$ cat config.mk
export PLATFORM = sky130hd
export DESIGN_NAME = eka_icache_flat
export DESIGN_NICKNAME = d
export VERILOG_FILES = /design/src/rtl/eka_icache_if.sv /design/src/rtl/eka_icache.sv /design/src/flat_wrapper.sv
export SDC_FILE = /design/constraint.sdc
export NUM_CORES = 2
export LEC_CHECK = 0
export BUFFER_PORTS_ARGS = -buffer_cell sky130_fd_sc_hd__buf_2
export CORE_ASPECT_RATIO = 1.75
export CORE_MARGIN = 2
export CORE_UTILIZATION = 31
export CTS_CLUSTER_SIZE = 8
export DETAILED_ROUTE_END_ITERATION = 16
export HOLD_SLACK_MARGIN = 0.05
export PLACE_DENSITY = 0.5
export SLEW_MARGIN = 10
export SYNTH_ARGS = -nofsm -noshare
export SYNTH_HDL_FRONTEND = slang
export SYNTH_SLANG_ARGS = --single-unit
$ cat constraint.sdc
create_clock -name clk -period 8.9 [get_ports clk]
set_input_delay 0.445 -clock clk [delete_from_list [all_inputs] [get_ports clk]]
set_output_delay 0.445 -clock clk [all_outputs]
set_load 0.01 [all_outputs]
$ cat src/rtl/eka_icache_if.sv
// Word-wide instruction memory read bus between eka_icache (master) and instruction memory (slave).
interface eka_icache_if #(
  parameter int ADDR_WIDTH = 32
);
  logic                  mem_req;
  logic [ADDR_WIDTH-1:0] mem_addr;
  logic                  mem_ack;
  logic [31:0]           mem_rdata;

  modport master (output mem_req, output mem_addr, input mem_ack, input mem_rdata);
  modport slave  (input mem_req, input mem_addr, output mem_ack, output mem_rdata);
endinterface

$ cat src/rtl/eka_icache.sv
// eka_icache: direct-mapped read-only instruction cache, 4-word lines, combinational hit path.
// Define EKA_ICACHE_PERF_EN to add the hit_count / miss_count performance counters.
module eka_icache #(
  parameter int ADDR_WIDTH = 32,
  parameter int NUM_LINES  = 16
) (
  input  logic                  clk,
  input  logic                  reset,
  input  logic [ADDR_WIDTH-1:0] inst_addr,
  input  logic                  flush,
  output logic [31:0]           instruction,
  output logic                  inst_valid,
`ifdef EKA_ICACHE_PERF_EN
  output logic [31:0]           hit_count,
  output logic [31:0]           miss_count,
`endif
  eka_icache_if.master          mem
);
  localparam int IW = $clog2(NUM_LINES);
  localparam int TW = ADDR_WIDTH - 4 - IW;
  localparam int LW = ADDR_WIDTH - 4;

  localparam logic [0:0]  IDLE   = 1'b0;
  localparam logic [0:0]  REFILL = 1'b1;
  localparam logic [31:0] NOP    = 32'h0000_0013;

  logic [0:0]           state;
  logic [NUM_LINES-1:0] valid;
  logic [TW-1:0]        tag_arr  [NUM_LINES];
  logic [31:0]          data_arr [NUM_LINES][4];
  logic [LW-1:0]        refill_line;
  logic [1:0]           word_cnt;
  logic                 discard;

  logic [1:0]    offset;
  logic [IW-1:0] index;
  logic [TW-1:0] tag;
  logic [IW-1:0] refill_index;
  logic [TW-1:0] refill_tag;
  logic          hit;
  logic          ack_in;
  logic          last_ack;
  logic          start_refill;
  logic [1:0]    unused_byte_bits;

  assign offset           = inst_addr[3:2];
  assign index            = inst_addr[4+IW-1:4];
  assign tag              = inst_addr[ADDR_WIDTH-1:4+IW];
  assign unused_byte_bits = inst_addr[1:0];

  // The line base is kept without its four zero offset bits; index sits in the low bits.
  assign refill_index = refill_line[IW-1:0];
  assign refill_tag   = refill_line[LW-1:IW];

  assign hit         = (state == IDLE) && valid[index] && (tag_arr[index] == tag);
  assign inst_valid  = hit;
  assign instruction = hit ? data_arr[index][offset] : NOP;

  assign ack_in       = (state == REFILL) && mem.mem_ack;
  assign last_ack     = ack_in && (word_cnt == 2'd3);
  assign start_refill = (state == IDLE) && !hit && !flush;

  assign mem.mem_req  = (state == REFILL);
  assign mem.mem_addr = (state == REFILL) ? {refill_line, word_cnt, 2'b00} : '0;

  always_ff @(posedge clk or posedge reset) begin
    if (reset) begin
      state       <= IDLE;
      word_cnt    <= 2'd0;
      discard     <= 1'b0;
      refill_line <= '0;
    end else if (state == IDLE) begin
      if (start_refill) begin
        refill_line <= {tag, index};
        word_cnt    <= 2'd0;
        state       <= REFILL;
      end
    end else begin
      if (ack_in) begin
        word_cnt <= word_cnt + 2'd1;
      end
      // A flush mid-refill lets the bus burst finish but keeps the line from being validated.
      if (last_ack) begin
        state   <= IDLE;
        discard <= 1'b0;
      end else if (flush) begin
        discard <= 1'b1;
      end
    end
  end

  always_ff @(posedge clk or posedge reset) begin
    if (reset) begin
      valid <= '0;
    end else if (flush) begin
      valid <= '0;
    end else if (last_ack && !discard) begin
      valid[refill_index] <= 1'b1;
    end
  end

  always_ff @(posedge clk) begin
    if (ack_in) begin
      data_arr[refill_index][word_cnt] <= mem.mem_rdata;
    end
    if (last_ack) begin
      tag_arr[refill_index] <= refill_tag;
    end
  end

`ifdef EKA_ICACHE_PERF_EN
  always_ff @(posedge clk or posedge reset) begin
    if (reset) begin
      hit_count  <= 32'd0;
      miss_count <= 32'd0;
    end else begin
      if (hit) begin
        hit_count <= hit_count + 32'd1;
      end
      if (start_refill) begin
        miss_count <= miss_count + 32'd1;
      end
    end
  end
`endif

endmodule

$ cat src/flat_wrapper.sv
// flat-port wrapper written by rule: the top's interface ports become plain ports
module eka_icache_flat 
#(
  parameter int ADDR_WIDTH = 32,
  parameter int NUM_LINES  = 16
)
  (clk, reset, inst_addr, flush, instruction, inst_valid, mem_mem_req, mem_mem_addr, mem_mem_ack, mem_mem_rdata);
  eka_icache_if #(.ADDR_WIDTH(ADDR_WIDTH)) mem_i ();
  input  logic clk;
  input  logic reset;
  input  logic [ADDR_WIDTH-1:0] inst_addr;
  input  logic flush;
  output logic [31:0] instruction;
  output logic inst_valid;
  output wire logic [$bits(mem_i.mem_req)-1:0] mem_mem_req;
  output wire logic [$bits(mem_i.mem_addr)-1:0] mem_mem_addr;
  input wire logic [$bits(mem_i.mem_ack)-1:0] mem_mem_ack;
  input wire logic [$bits(mem_i.mem_rdata)-1:0] mem_mem_rdata;
  assign mem_mem_req = mem_i.mem_req;
  assign mem_mem_addr = mem_i.mem_addr;
  assign mem_i.mem_ack = mem_mem_ack;
  assign mem_i.mem_rdata = mem_mem_rdata;
  eka_icache #(.ADDR_WIDTH(ADDR_WIDTH), .NUM_LINES(NUM_LINES)) u_core (.clk(clk), .reset(reset), .inst_addr(inst_addr), .flush(flush), .instruction(instruction), .inst_valid(inst_valid), .mem(mem_i));
endmodule
Word-level counts from Yosys, hierarchy flattened

Memory sizes are Yosys's and may differ from the RTL's.
Cells that the tools add are included.

Flip-flop bits (word level): 48
RAM bits: 2432
Bits of input ports: 68
Output and inout bits: 66
Word-level logic and storage cells: 64
Memories: 2

Add/subtract/negate cells: 1
Order comparisons: 6
Equal/unequal tests: 3
Mux-type cells: 25
Bitwise gates (word level): 4
Reduce and logical (&&, ||, !) cells: 18

Memories:

| name            | words | bits a word | rd ports | clocked after memory_dff | write ports | line             | text |
|---|---|---|---|---|---|---|---|
| u_core.data_arr | 16    | 128         | 1        | 0                        | 1           | eka_icache.sv:30 | `logic [31:0] data_arr [NUM_LINES][4];` |
| u_core.tag_arr  | 16    | 24          | 1        | 0                        | 1           | eka_icache.sv:29 | `logic [TW-1:0] tag_arr [NUM_LINES];` |

Operators by type and width:

| operator                                                                      | number |
|---|---|
| 32-bit 2-to-1 mux                                                             | 5 |
| 128-bit 2-to-1 mux                                                            | 1 |
| 32-bit binary-select mux with 2-bit select                                    | 1 |
| 32-bit demux with 2-bit select                                                | 1 |
| 16-bit 2-to-1 mux                                                             | 2 |
| 24-bit == test                                                                | 1 |
| 16-bit OR                                                                     | 1 |
| 4-bit by 5-bit less-than comparator with 1-bit output (second input constant) | 2 |
| 1-bit 2-to-1 mux                                                              | 10 |
| 1-bit logical AND                                                             | 9 |
| 3-bit >= comparator (second input constant)                                   | 2 |
| 2-bit 2-to-1 mux                                                              | 3 |
| 2-bit NOT with 3-bit output                                                   | 2 |
| 2-bit AND reduction                                                           | 3 |
| 2-bit nonzero test                                                            | 3 |
| 1-bit binary-select mux with 4-bit select                                     | 1 |
| 1-bit demux with 4-bit select                                                 | 1 |
| 4-bit by 1-bit >= comparator with 1-bit output (second input constant)        | 1 |
| 1-bit zero test                                                               | 3 |
| 3-bit by 1-bit less-than comparator with 1-bit output (second input constant) | 1 |
| 2-bit by 1-bit adder with 2-bit output (second input constant)                | 1 |
| 2-bit == test (second input constant)                                         | 1 |
| 2-bit inequality test (second input constant)                                 | 1 |
| 1-bit NOT                                                                     | 1 |

Logic depth before layout (Yosys ltp)

Depth in word-level cells: 9
Mapped depth: 14
Depth with buffers taken out: 8

Worst setup path after synthesis

Ideal clock, no wire load.

Path type: input-to-reg
Start: in mem_mem_ack
End: mem u_core.data_arr[15][0] in the netlist's numbering (enable)
Arrival time: 3.725 ns
Data required time: 8.430 ns
Slack: 4.705 ns
Stages: 5
Cells stage by stage: clkbuf_1 > nand3_1 > clkbuf_1 > buf_1 > nor2_1

Longest elaborated chain between the ends: 3

RTL lines:

| what                                     | line               | text |
|---|---|---|
| start, declared                          | flat_wrapper.sv:17 | `input wire logic [$bits(mem_i.mem_ack)-1:0] mem_mem_ack;` |
| 1-bit logical AND                        | eka_icache.sv:59   | `assign ack_in = (state == REFILL) && mem.mem_ack;` |
| 1-bit 2-to-1 mux                         | eka_icache.sv:103  | `if (ack_in) begin` |
| 128-bit 2-to-1 mux (implied by the code) | eka_icache.sv:104  | `data_arr[refill_index][word_cnt] <= mem.mem_rdata;` |
| end, declared                            | eka_icache.sv:30   |  |

No other way between the ends.

Worst setup path after layout

Start: in inst_addr[4]
End: out instruction[5]

Longest elaborated chain between the ends: 5
Elaborated cells between the ends (all ways): 11

RTL lines:

| what                                                                                       | line                               | text |
|---|---|---|
| start, declared                                                                            | flat_wrapper.sv:11                 | `input logic [ADDR_WIDTH-1:0] inst_addr;` |
| memory read 16 x 128 bit or 1-bit binary-select mux with 4-bit select (tied branches)      | n/a                                |  |
| 32-bit binary-select mux with 2-bit select or 1-bit 2-to-1 mux (tied branches)             | eka_icache.sv:57, eka_icache.sv:55 |  |
| 32-bit 2-to-1 mux (implied by the code) or 1-bit logical AND (tied branches) (2 in series) | eka_icache.sv:57, eka_icache.sv:55 |  |
| 32-bit 2-to-1 mux (*)                                                                      | eka_icache.sv:57                   | `assign instruction = hit ? data_arr[index][offset] : NOP;` |
| end, declared                                                                              | flat_wrapper.sv:13                 | `output logic [31:0] instruction;` |

Mark *: on every way between the ends. The rest lies on a longest branch, timed or not. The select of a mux whose other input is x is not followed.

==> flow_metrics.env <==
export IMPL_hold_viol_final=0
export IMPL_drcViolationCount=0
export IMPL_place_ws_ns=2.15
export IMPL_synthCells=3999
export IMPL_fin_crit_ns=6.60
export IMPL_wl_per_cell_um=30.3
export IMPL_grt_pass1_vias=48000
export IMPL_crit_chain="buf_8, mux4_2, xor2_1, o31ai_1, nand4_1, nor4_1, nand4_4, a211oi_1, buf_2"
export IMPL_yosys_warnings=0
export IMPL_insertion_delay_ns=0.89
export IMPL_postCtsSetupBuffers=0
export IMPL_met1_usage_pct=19.2
export IMPL_max_cap_violations=0
export IMPL_cts_buffer_depth=4
export IMPL_finalSetupViolations=0
export IMPL_async_reset_ff_share_pct=1.94
export IMPL_use_met2_pct=30.6
export IMPL_max_stage_delay_ns=1.23
export IMPL_ioPinCount=134
export IMPL_cp_num_buf_inv=2
export IMPL_cts_tree="yes"
export IMPL_synth_cell_types=69
export IMPL_via_per_inst=5.10
export IMPL_critical_path_max_fanout=76
export IMPL_crit_family="compound AO/OA/AOI/OAI gates"
export IMPL_hold_depth=1
export IMPL_crit_type="input pin to output port"
export IMPL_finalCritPeriodShare_pct=74.1
export IMPL_critPathLaunchType="input pin"
export IMPL_die_w_um=424
export IMPL_drive_gt1_share_pct=32.1
export IMPL_r2r_start="u_core.tag_arr[10][18]"
export IMPL_cts_buffers=351
export IMPL_power_uw=27700
export IMPL_port_buffers=129
export IMPL_drtAntennaViolNets=0
export IMPL_dr_total_vias=43600
export IMPL_ys_ff_latch=2480
export IMPL_run_status="finished clean"
export IMPL_synth_flop_cell="edfxtp_1"
export IMPL_ir_drop_mv=0.180
export IMPL_chipHeight_um=739
export IMPL_worstMarginPinSlew_ns=1.25
export IMPL_p_per_area_nw_per_um2=248
export IMPL_cp_end_kind="output port"
export IMPL_rsz0062_at_grt="no"
export IMPL_hpwl_um=141000
export IMPL_critPathSlowestCell="a211oi_1"
export IMPL_whs_endpoint="u_core.data_arr[11][43]"
export IMPL_relSlewSlack_pct=16.7
export IMPL_synth_edf_count=2432
export IMPL_postCtsHoldBufs=27
export IMPL_use_met3_pct=2.32
export IMPL_crit_arrival_ns=6.15
export IMPL_fmax_ghz=0.152
export IMPL_grt_max_degree=123
export IMPL_cts_resized=0
export IMPL_fin_worst_skew_ns=0.0663
export IMPL_tns_ns=0
export IMPL_gp_congestion=0.753
export IMPL_r2r_end="u_core.refill_line[4]"
export IMPL_fp_dieArea_um2=314000
export IMPL_fin_cells=8551
export IMPL_clk_pin_slew_ns=0.05
export IMPL_track_usage_pct=16.4
export IMPL_fin_ws_ns=2.30
export IMPL_start_util_pct=31.1
export IMPL_rrSetupSlack_ns=4.77
export IMPL_num_rows=270
export IMPL_area_delta_synth_final_pct=16.5
export IMPL_core_area_um2=308000
export IMPL_grt_overflow_total=0
export IMPL_drt_pass1_iter_count=7
export IMPL_timing_hold_ws_ns=0.154
export IMPL_grt_pass1_wl_um=366000
export IMPL_seq_area_frac_synth_pct=77.5
export IMPL_report_final_slew_viol_count=0
export IMPL_clock_sinks=2480
export IMPL_p_leak_uw=0.0345
export IMPL_place_inst=8100
export IMPL_antenna_found_initial=20
export IMPL_critical_path_required_ns=8.46
export IMPL_root_buffer="clkbuf_16"
export IMPL_min_from="mem_mem_rdata[11]"
export IMPL_grt_busiest_layer="met2"
export IMPL_nNetsFinal=4472
export IMPL_htreeDepth=5
export IMPL_totalWireLength_um=259000
export IMPL_syn_area_um2=95800
export IMPL_reg2regPathDepth=8
export IMPL_first_iter_violations=3549
export IMPL_hp_class="input pin to flop"
export IMPL_avgSynthCellArea_um2=24.0
[flip-flops by register name, indices dropped and copies added, names as in the netlist]
register,cells
u_core.data_arr,2048
u_core.tag_arr,384
u_core.refill_line,28
u_core.valid,16
u_core.word_cnt,2
u_core.discard,1
u_core.mem.mem_req,1
[cells in the mapped netlist (18+ instances only)]
cell	count	area [µm²]
a211oi_1	25	188
a31oi_1	20	125
and2_1	38	238
buf_1	27	101
buf_2	70	350
buf_4	18	135
clkbuf_1	97	364
dfrtp_1	48	1200
edfxtp_1	2432	73000
mux2_1	27	304
mux2i_1	45	450
mux4_2	734	16500
nand2_1	62	233
nor2_1	106	398
nor2b_1	34	213
[cells by family (layout without fill, tap and decap cells)]
logic type      after synthesis  in the layout  share of synthesized area [%]
flops                      2480           2480                           77.5
mux                         824            824                           18.5
simple gates                312            312                           1.62
buf+inv                     236            701                           1.22
compound gates              112            112                          0.848
xor+xnor                     30             30                          0.274
fa+ha+maj                     4              4                         0.0523
other cells                   1              8                        0.00392
[metrics by stage]
step | utilization [%] | area [µm²]
after floorplan | - | 95800
after CTS | 36.2 | 112000
after detailed placement | 33.1 | 102000
after global placement | 33.1 | 102000
final | 36.2 | 112000
after global routing | 36.2 | 112000
[power breakdown]
group | internal, µW | leakage (µW) | total, µW | switching (µW)
combinational | 707 | 0.00748 | 2020 | 1310
clock | 7070 | 0.00455 | 11800 | 4700
sequential | 13500 | 0.0225 | 13900 | 354
total | 21300 | 0.0345 | 27700 | 6360
[cell usage in the layout, fill, tap and decap left out, drive strengths merged, types with 11 or more instances in the layout]
cell,instances
a31oi,20
nor2b,34
a21oi,14
mux4,748
mux2,31
nand2,62
clkinv,11
nand3,17
mux2i,45
nor2,106
inv,16
xnor2,13
xor2,17
dfrtp,48
dlygate4sd3,27
o22ai,11
edfxtp,2432
and2,39
buf,246
a211oi,25
clkbuf,401
[routing by layer]
layer | up-vias | wire [µm] | share of wire (%)
met5 | - | 0 | 0
met4 | 0 | 7660 | 3.0
met2 | 1187 | 143000 | 55
li1 | 17800 | - | -
met3 | 381 | 10900 | 4.2
met1 | 24200 | 97900 | 38
[area by class of cell]
type	instances	area, µm²
fillers	28100	197000
flip-flops and latches	2480	74200
multi-input cells	1284	20900
clock buffers	401	9060
well taps	4080	5100
repair buffers	273	1910
clock inverters	17	293
inverters	10	42.5
diodes	6	15.0
[how the worst max path moves through the flow]
| stage | start | end | slack (ns) | depth (start not counted) |
|---|---|---|---|---|
| CTS | inst_addr[4] | instruction[5] | 2.12 | 11 |
| global route | inst_addr[4] | instruction[5] | 2.18 | 11 |
| finish | inst_addr[4] | instruction[5] | 2.30 | 9 |
| floorplan | mem_mem_ack | u_core.data_arr[15][0] | 4.70 | 5 |
| detailed placement | inst_addr[4] | instruction[5] | 2.15 | 11 |
| global placement | inst_addr[4] | instruction[5] | 2.05 | 9 |
No activity file was read; power rests on OpenSTA's default activity.
